**src/rtl/port_tx_serializer.sv**
```systemverilog
// Output-port serializer: CPU byte writes queue in a small FIFO and shift out as 8N1 frames.
// Define PARITY_EN to insert an even-parity bit between the data bits and the stop bit.
module port_tx_serializer #(
  parameter int DEPTH = 4,
  parameter int DIV   = 16,
  parameter int CNT_W = 3
) (
  input  logic       clk,
  input  logic       reset,
  input  logic [7:0] wr_data,
  input  logic       wr_en,
  input  logic       clr_ovf,
  output logic       tx,
  output logic [7:0] status,
  output logic       busy
);

  localparam int PTR_W  = (DEPTH > 1) ? $clog2(DEPTH) : 1;
  localparam int BAUD_W = (DIV > 1) ? $clog2(DIV) : 1;
  localparam logic [CNT_W-1:0]  FULL_CNT  = CNT_W'(DEPTH);
  localparam logic [BAUD_W-1:0] BAUD_LAST = BAUD_W'(DIV - 1);

  typedef enum logic [2:0] {
    IDLE,
    START,
    DATA,
`ifdef PARITY_EN
    PARITY,
`endif
    STOP
  } state_t;

  logic [7:0]        mem [DEPTH];
  logic [PTR_W-1:0]  rd_ptr, wr_ptr;
  logic [CNT_W-1:0]  count;
  logic              overflow;
  state_t            state, next_state;
  logic [BAUD_W-1:0] baud_cnt;
  logic [2:0]        bit_idx;
  logic [7:0]        shift_reg;
`ifdef PARITY_EN
  logic              parity_bit;
`endif
  logic              fifo_empty, fifo_full, pop, push, bit_done;
  logic [2:0]        count_lsb;

  assign fifo_empty = (count == '0);
  assign fifo_full  = (count == FULL_CNT);
  assign bit_done   = (baud_cnt == BAUD_LAST);
  assign busy       = (state != IDLE);

  // A pop on the same edge frees a slot, so a write into a full FIFO still lands.
  assign pop  = (state == IDLE) && !fifo_empty;
  assign push = wr_en && (!fifo_full || pop);

  always_comb begin
    count_lsb = '0;
    for (int i = 0; i < 3 && i < CNT_W; i++) count_lsb[i] = count[i];
  end

  assign status = {1'b0, count_lsb, overflow, busy, fifo_full, fifo_empty};

  always_comb begin
    next_state = state;
    tx         = 1'b1;
    case (state)
      IDLE: begin
        if (!fifo_empty) next_state = START;
      end
      START: begin
        tx = 1'b0;
        if (bit_done) next_state = DATA;
      end
      DATA: begin
        tx = shift_reg[0];
`ifdef PARITY_EN
        if (bit_done && bit_idx == 3'd7) next_state = PARITY;
`else
        if (bit_done && bit_idx == 3'd7) next_state = STOP;
`endif
      end
`ifdef PARITY_EN
      PARITY: begin
        tx = parity_bit;
        if (bit_done) next_state = STOP;
      end
`endif
      STOP: begin
        if (bit_done) next_state = IDLE;
      end
      default: next_state = IDLE;
    endcase
  end

  always_ff @(posedge clk or negedge reset) begin
    if (!reset) state <= IDLE;
    else        state <= next_state;
  end

  // Baud counter restarts at every bit boundary and idles at zero.
  always_ff @(posedge clk or negedge reset) begin
    if (!reset) begin
      baud_cnt  <= '0;
      bit_idx   <= '0;
      shift_reg <= '0;
`ifdef PARITY_EN
      parity_bit <= 1'b0;
`endif
    end else begin
      if (state == IDLE || bit_done) baud_cnt <= '0;
      else                           baud_cnt <= baud_cnt + 1'b1;
      if (pop) begin
        shift_reg <= mem[rd_ptr];
        bit_idx   <= '0;
`ifdef PARITY_EN
        parity_bit <= ^mem[rd_ptr];
`endif
      end else if (state == DATA && bit_done) begin
        shift_reg <= {1'b0, shift_reg[7:1]};
        bit_idx   <= bit_idx + 3'd1;
      end
    end
  end

  always_ff @(posedge clk) begin
    if (push) mem[wr_ptr] <= wr_data;
  end

  always_ff @(posedge clk or negedge reset) begin
    if (!reset) begin
      rd_ptr   <= '0;
      wr_ptr   <= '0;
      count    <= '0;
      overflow <= 1'b0;
    end else begin
      if (push) wr_ptr <= wr_ptr + 1'b1;
      if (pop)  rd_ptr <= rd_ptr + 1'b1;
      case ({push, pop})
        2'b10:   count <= count + 1'b1;
        2'b01:   count <= count - 1'b1;
        default: count <= count;
      endcase
      // A rejected write outranks a simultaneous clear.
      if (wr_en && !push) overflow <= 1'b1;
      else if (clr_ovf)   overflow <= 1'b0;
    end
  end

endmodule

```
**config.mk**
```make
export PLATFORM = sky130hd
export DESIGN_NAME = port_tx_serializer
export DESIGN_NICKNAME = d
export VERILOG_FILES = /design/src/rtl/port_tx_serializer.sv
export SDC_FILE = /design/constraint.sdc
export NUM_CORES = 1
export LEC_CHECK = 0
export ABC_AREA = 1
export CAP_MARGIN = 10
export CORE_AREA = 5 5 79 74
export CTS_CLUSTER_DIAMETER = 80
export DETAILED_ROUTE_END_ITERATION = 8
export DIE_AREA = 0 0 84 79
export MAX_ROUTING_LAYER = met4
export PLACE_DENSITY = 0.77
export SLEW_MARGIN = 20
export SYNTH_ARGS = -nofsm -noshare
export SYNTH_HDL_FRONTEND = slang
export SYNTH_SLANG_ARGS = --single-unit
```
**constraint.sdc**
```tcl
create_clock -name clk -period 5.7 [get_ports clk]
set_clock_uncertainty 0.2 [all_clocks]
set_input_delay 0.57 -clock clk [delete_from_list [all_inputs] [get_ports clk]]
set_output_delay 0.57 -clock clk [all_outputs]
set_load 0.01 [all_outputs]
```
======== After elaboration in Yosys (flattened, before gate mapping) ========
Memory sizes are Yosys's and may differ from the RTL's.
Index checks and enable logic that the tools add are counted.
storage, ports and cells
  memories kept ........................... 1
  RAM bits ................................ 32
  output and inout port bits .............. 10
  register bits ........................... 26
  logic and storage cells ................. 60
  input port bits ......................... 12
cells by class
  add/sub/neg operators ................... 6
  muxes and demuxes ....................... 16
  equal/unequal tests ..................... 12
  reduce and logical (&&, ||, !) cells .... 17
memories
  name  depth  width  rd ports  clocked after memory_dff  write ports  RTL line  text
  mem   4      8      1         0                         1            33        logic [7:0] mem [DEPTH];
operators with widths
  operator             count
  $mux 3               6
  $mux 8               2
  $pmux 3 s4           1
  $ne 2x2->1 const B   4
  $add 3x1->3 const B  2
  $eq 3x2->1 const B   2
  $eq 3x3->1 const B   2
  $logic_not 3->1      2
  $pmux 3 s2           1
  $reduce_bool 2->1    3
  $logic_and 1x1->1    5
  $add 2x1->2 const B  2
  $add 4x1->4 const B  1
  $eq 4x4->1 const B   1
  $mux 1               4
  $mux 4               1
  $reduce_and 4->1     1
  $eq 3x1->1 const B   1
  $logic_not 1->1      3
  $reduce_bool 3->1    1
  $sub 3x1->3 const B  1
  $eq 2x1->1 const B   1
  $eq 2x2->1 const B   1
  $logic_or 1x1->1     2
  $pmux 1 s2           1

======== Longest topological paths before layout ========
Gate-level depths: netlist of run 1.
  depth after elaboration ................. 8
  gate-level depth with buffers ........... 9
  gate-level depth less buffers ........... 9

======== Least setup slack after synthesis of run 1 ========
OpenSTA, ideal clock, no wires.
  path kind ............................... register to register
  from .................................... register state[0]
  to ...................................... memory mem[0][0] (enable)
  library setup time ...................... 0.371 ns
  data arrival time ....................... 1.499 ns
  period minus slack after synthesis ...... 2.069 ns
  cell stages (with the launch flop) ...... 7
  path slack .............................. 3.631 ns
  path buffers ............................ 0
  required time ........................... 5.129 ns
  cells stage by stage .................... dfrtp_1 -> inv_1 -> ha_1 -> inv_2 -> nand3_1 -> nand2_1 -> nor2_1
between the ends
  cells in the longest elaborated chain, start to end .. 6
RTL lines
  item                          RTL line  text
  start, declared               37        state_t state, next_state;
  start signal, assigned        97        else state <= next_state;
  $logic_not 3->1               53        assign pop = (state == IDLE) && !fifo_empty;
  $logic_and 1x1->1             53
  $logic_or 1x1->1              54        assign push = wr_en && (!fifo_full || pop);
  $logic_and 1x1->1             54
  $mux 1                        126       if (push) mem[wr_ptr] <= wr_data;
  $mux 1 (implied by the code)  126
  end, declared                 33
Every way passes these cells.

======== Worst setup path after layout of run 1 ========
  from .................................... register state[0]
  to ...................................... output port tx
between the ends
  cells in the longest elaborated chain, start to end .. 2
  elaborated cells between the ends (all ways) .. 3
  those cells by class .................... 2 x eq/ne; 1 x mux
RTL lines
  item                                             RTL line  text
  $eq 3x2->1 / $eq 3x1->1 (equally long branches)  66        case (state)
  $pmux 1 s2 (*)                                   66
  end, declared                                    13        output logic tx,
Mark *: on every way between the ends. The rest lies on a longest branch, timed or not.

==> summary.txt, run 1 <==
post-synthesis mux area share = 0
Post-synth EDFFs = 32
Skew-Pair Late Insertion Delay = 0.33 ns
Setup Viol. Count Final = 0
post-detail-place hpwl = 3560 microns
# port buffers = 20
slack of the critical path = 2.97 ns
TritonRoute pass-1 iters = 4
sequential cell area fraction in the yosys report = 0.602
synth-to-layout area growth = 15.2%
cts hold-fix bufs = 0
Clock Sinks = 57
Rows = 25
Async SR Flop Fraction = 0.439
Synth Area in XOR/XNOR = 0.0133
Die ar. = 6640 sq um
count leader, synth = nand2_1
Top Ports = 22
Lkg Pwr = 1.33 nW
pre-CTS setup slack = 3.21 ns
Synth Area in Simple Gates = 0.176
critical path peak fanout = 4
synthesized instance count = 250
CP Class = reg2out
crit path time final = 2.73 ns
status = completed
area share of the largest cell type after synthesis = 0.365
Netlist cell types = 27
largest net degree at the start of global routing = 26
Critical Path Source Type = flip-flop
Core Area = 5000 sq um
Syn Nets = 274
Max Slew Vio Count = 0
nature of the critical path endpoint = output pin
dominant cell type by area after synthesis = edfxtp_1
PD cells = 371 nW/um^2
RR Startpoint = state[0]
top cells by area, synth = edfxtp_1 (36%), dfrtp_1 (24%), nand2_1 (7.6%)
fmax = 366 MHz
Largest register FFs = 32
power after layout = 0.00113 W
Max clock buf depth = 2
Tcrit/Tclk final = 0.479
CTS tree = built
initial core utilization = 0.526
htree depth = 3
post-synthesis register bit count = 57
hold path startpoint = baud_cnt[0]
critical path arrival = 1.96 ns
via-per-instance ratio = 5.17
Layout Nets = 295
die width = 84 microns
Post-DRT Antenna Nets = 0
top_reg_cell synth = edfxtp_1
r2r endpoint = mem[3][1]
number of diodes = 0
synthesized cell area = 2630 sq um
worst rel slew slack = 0.573
Hold Path End = baud_cnt[0]
Die Ht = 79 microns
setup total negative slack = 0 ns
DRC viols = 0
synth warn = 0
overall global routing resource usage = 0.166
GPL Wtd Cong = 0.919
vias in the first global route = 1684
clock root cell = clkbuf_8
Reg clk slew, reported paths = 0.07 ns
global-route wire length before repair = 8110 microns
post_cts resized = 0
largest family of logic cells by synthesized area = simple AND/OR/NAND/NOR gates
Min-Delay Path Depth = 1
CP required = 4.93 ns
layout cells sized above 1 = 0.109
RSZ-0062 raised after global routing = false
r2r worst-path depth = 6
Util after Layout = 0.607
GRT overflow = 0
Starting DRT DRC Count = 113
via count = 1772
Max Cap Violations = 0
VDD IR max = 0.000266 V
actual slew at the worst max-slew pin = 0.639 ns
initial antenna violation count = 0
worst reg2reg setup slack = 3.28 ns
Compound-Gate Fraction of Synth Area = 0.0736
DR WL/cell = 14.2 microns
count of final hold-check violations = 0
Total Wirelength = 4870 microns
Avg Inst Size Synth = 10.5 sq um
TritonCTS Buffers = 9
commonest cells in the synthesized netlist = nand2_1 (53), edfxtp_1 (32), dfrtp_1 (25), inv_1 (25), nand3_1 (23)
setup bufs post-CTS = 0
Hold/Removal Path Class = reg2reg
Adder-Cell Fraction of Synth Area = 0.0599
cell families after synthesis:
kind of cell / after synthesis
AOI/OAI and AO/OA: 35
xor gates and xnor gates: 4
adders and majority gates: 12
buffers and inverters: 40
DFF: 57
other: 1
and+or+nand+nor: 101
worst max-delay path by stage:
stage | startpoint | to | slack, ns
6_report | state[0] | tx | 2.97
5_1_grt | state[0] | tx | 2.85
4_1_cts | state[0] | tx | 2.94
3_5_place_dp | wr_en | mem[3][6] | 3.21
3_3_place_gp | wr_en | mem[1][3] | 3.27
2_1_floorplan | state[0] | mem[0][0] | 3.63
area by class of cell:
type	instances	area, sq um
Fill cell	412	1970
Sequential cell	57	1590
Multi-Input combinational cell	153	853
Timing Repair Buffer	21	208
Clock buffer	9	124
Inverter	29	109
Tap cell	67	83.8
Clock inverter	7	71.3
report_power, final:
group | leakage, nW | internal (W) | total [W] | switching, W
Clock | 0.0929 | 0.000200 | 0.000364 | 0.000163
Sequential | 0.601 | 0.000508 | 0.000546 | 0.0000372
Combinational | 0.637 | 0.0000879 | 0.000216 | 0.000128
Total | 1.33 | 0.000797 | 0.00113 | 0.000328
stage by stage:
step                instances  cell area [sq um]  hold WS, ns
floorplan                 250               2630       0.0744
global placement          327               2840        0.251
detailed placement        327               2840        0.273
CTS                       343               3040        0.281
global route              343               3040        0.299
finish                    343               3040        0.278
metal layers:
layer  up-vias  track usage  routed length (microns)
met5         -            -                        0
met2        48        0.240                     2290
li1        866            -                        -
met4         0       0.0820                      131
met3        15       0.0446                      236
met1       843        0.218                     2210
cells in the final DEF (no fill, tap or decap), types with 3 or more instances in the layout:
cell type        instances
inv_1                   25
nor2_1                  14
clkdlybuf4s50_1         20
a21oi_1                  9
edfxtp_1                32
nand2_1                 53
ha_1                    11
nand3_1                 23
xor2_1                   4
dfrtp_1                 25
nand2_4                  3
inv_2                    4
o22ai_1                  4
o21ai_1                  7
clkbuf_8                 9
o21ai_0                 13
critical path, stage by stage, from the launching register on:
cell	delay [ns]
dfrtp_1	0.41
inv_1	0.08
ha_1	0.25
or2_1	0.23
o21ai_0	0.09
clkdlybuf4s50_1	0.57
Power figures use the tool's default switching activity.
==> run 2, diff against run 1 <==
Settings changed: CORE_AREA 5 5 79 74 to 5 5 82 77, DIE_AREA 0 0 84 79 to 0 0 87 82, PLACE_DENSITY 0.77 to 0.75.
Clock period 5.7 ns to 2.3 ns, I/O delays scaled along.
==> run 2 against run 1 <==
Final area increased by 1.5%. Core utilization shrank 3.9 points. Hold slack got worse by 0.21 ns. Clock power is 150% higher. Critical path depth shrank 1. Die area up 7.5%. Non-clock buffer count grew 6. Via count shrank 1.2%. Total power increased by 150%. Setup slack worse by 2.9 ns. Count of clock-buffer cells in the layout unchanged.
==> summary.txt, run 2 (synthesis gave the netlist of run 1 again) <==
status = completed
Top Ports = 22 (unchanged)
Max Slew Vio Count = 0 (unchanged)
die width = 87 microns (+3.6%)
slack of the critical path = 0.111 ns (-2.86 ns)
vias in the first global route = 1636 (-2.9%)
DRC viols = 0 (unchanged)
critical path peak fanout = 6 (+2)
Lkg Pwr = 1.36 nW (+2.1%)
critical path arrival = 1.76 ns (-0.20 ns)
RR Startpoint = state[0]
Reg clk slew, reported paths = 0.07 ns (about the same)
Clock Sinks = 57 (unchanged)
layout cells sized above 1 = 0.128 (+0.0190)
Util after Layout = 0.567 (-0.0393)
Critical Path Start = state[0]
r2r worst-path depth = 9 (+3)
initial core utilization = 0.485 (-0.0415)
Setup Viol. Count Final = 0 (unchanged)
Core Area = 5430 sq um (+8.5%)
initial antenna violation count = 0 (unchanged)
Post-DRT Antenna Nets = 0 (unchanged)
CP Class = reg2out
via count = 1750 (-1.2%)
largest net degree at the start of global routing = 26 (unchanged)
global-route wire length before repair = 7730 microns (-4.7%)
RSZ-0062 raised after global routing = false
nature of the critical path endpoint = output pin
clock root cell = clkbuf_8
synth-to-layout area growth = 17.0%
Largest register FFs = 32 (unchanged)
setup total negative slack = 0 ns (unchanged)
PD cells = 912 nW/um^2 (+150%)
Hold/Removal Path Class = in2async
Layout Nets = 301 (+2.0%)
Max Cap Violations = 0 (unchanged)
Total Wirelength = 4730 microns (-2.8%)
TritonRoute pass-1 iters = 4 (unchanged)
Die ar. = 7130 sq um (+7.5%)
power after layout = 0.00281 W (+150%)
count of final hold-check violations = 0 (unchanged)
# port buffers = 20 (unchanged)
post-detail-place hpwl = 3210 microns (-10%)
GPL Wtd Cong = 0.770 (-16%)
fmax = 457 MHz
number of diodes = 0 (unchanged)
most common cell after layout, fill and taps aside = nand2_1
Starting DRT DRC Count = 90 (-20%)
overall global routing resource usage = 0.152 (-0.0143)
GRT overflow = 0 (unchanged)
Rows = 26 (+4.0%)
CTS tree = built
Skew-Pair Late Insertion Delay = 0.33 ns (about the same)
via-per-instance ratio = 4.97 (-3.8%)
Tcrit/Tclk final = 0.952
FILL cells = 448 (+8.7%)
Critical Path Source Type = flip-flop
most frequent cells in the layout = nand2_1 (53), edfxtp_1 (32), inv_1 (25), dfrtp_1 (25), nand3_1 (23)
htree depth = 3 (unchanged)
crit path time final = 2.19 ns
DR WL/cell = 13.4 microns (-5.3%)
pre-CTS setup slack = 0.187 ns (-3.02 ns)
r2r endpoint = count[2]
worst reg2reg setup slack = 0.22 ns (-3.06 ns)
CP required = 1.87 ns (-3.06 ns)
Max clock buf depth = 2 (unchanged)
TritonCTS Buffers = 9 (unchanged)
Die Ht = 82 microns (+3.8%)
VDD IR max = 0.000432 V (+62%)
-- run 2: area by class of cell --
cell class | count | area [sq um] | area share
Timing Repair Buffer | 27 | 251 | 0.0816
Multi-Input combinational cell | 153 | 853 | 0.277
Clock inverter | 7 | 70.1 | 0.0227
Sequential cell | 57 | 1590 | 0.515
Clock buffer | 9 | 124 | 0.0402
Inverter | 29 | 109 | 0.0353
Tap cell | 70 | 87.6 | 0.0284
-- run 2: per-layer routing --
layer,vias to the layer above,global-route usage,part of all wire
met4,0,0.0654,0.016
met5,-,-,0
met3,5,0.0491,0.056
li1,873,-,-
met1,813,0.201,0.48
met2,59,0.213,0.44
-- run 2: timing repair --
action                                  in CTS  in global routing
endpoints found under the setup margin       1                  2
hold buffers                                 0                  0
cloned                                       0                  0
setup buffers                                0                  1
gates resized for setup                      1                  0
-- run 2: stage by stage --
stage	hold WS, ns	instance area [sq um]	std cells
after floorplan	-0.266	2630	250
after global placement	0.248	2880	335
after detailed placement	0.275	2880	335
after CTS	0.0715	3070	351
after global routing	0.0799	3080	352
final	0.0642	3080	352
-- run 2: critical path: stages (launching register included) --
cell             delay, ns
dfrtp_1               0.39
inv_1                 0.08
ha_1                  0.28
inv_2                 0.13
clkdlybuf4s50_1       0.55
-- run 2: worst max-delay path by stage --
| stage | to | slack (ns) | depth (start not counted) |
|---|---|---|---|
| global placement | count[2] | 0.22 | 9 |
| finish | status[2] | 0.11 | 4 |
| global route | status[2] | 0.03 | 4 |
| detailed placement | count[2] | 0.19 | 9 |
| floorplan | mem[0][0] | 0.23 | 6 |
| CTS | status[2] | 0.06 | 4 |
-- run 2: power by group --
group	internal [W]	switching, W	total (W)	leakage (nW)
Clock	0.000497	0.000404	0.000901	0.0893
Combinational	0.000243	0.000327	0.000569	0.668
Sequential	0.00126	0.0000841	0.00134	0.601
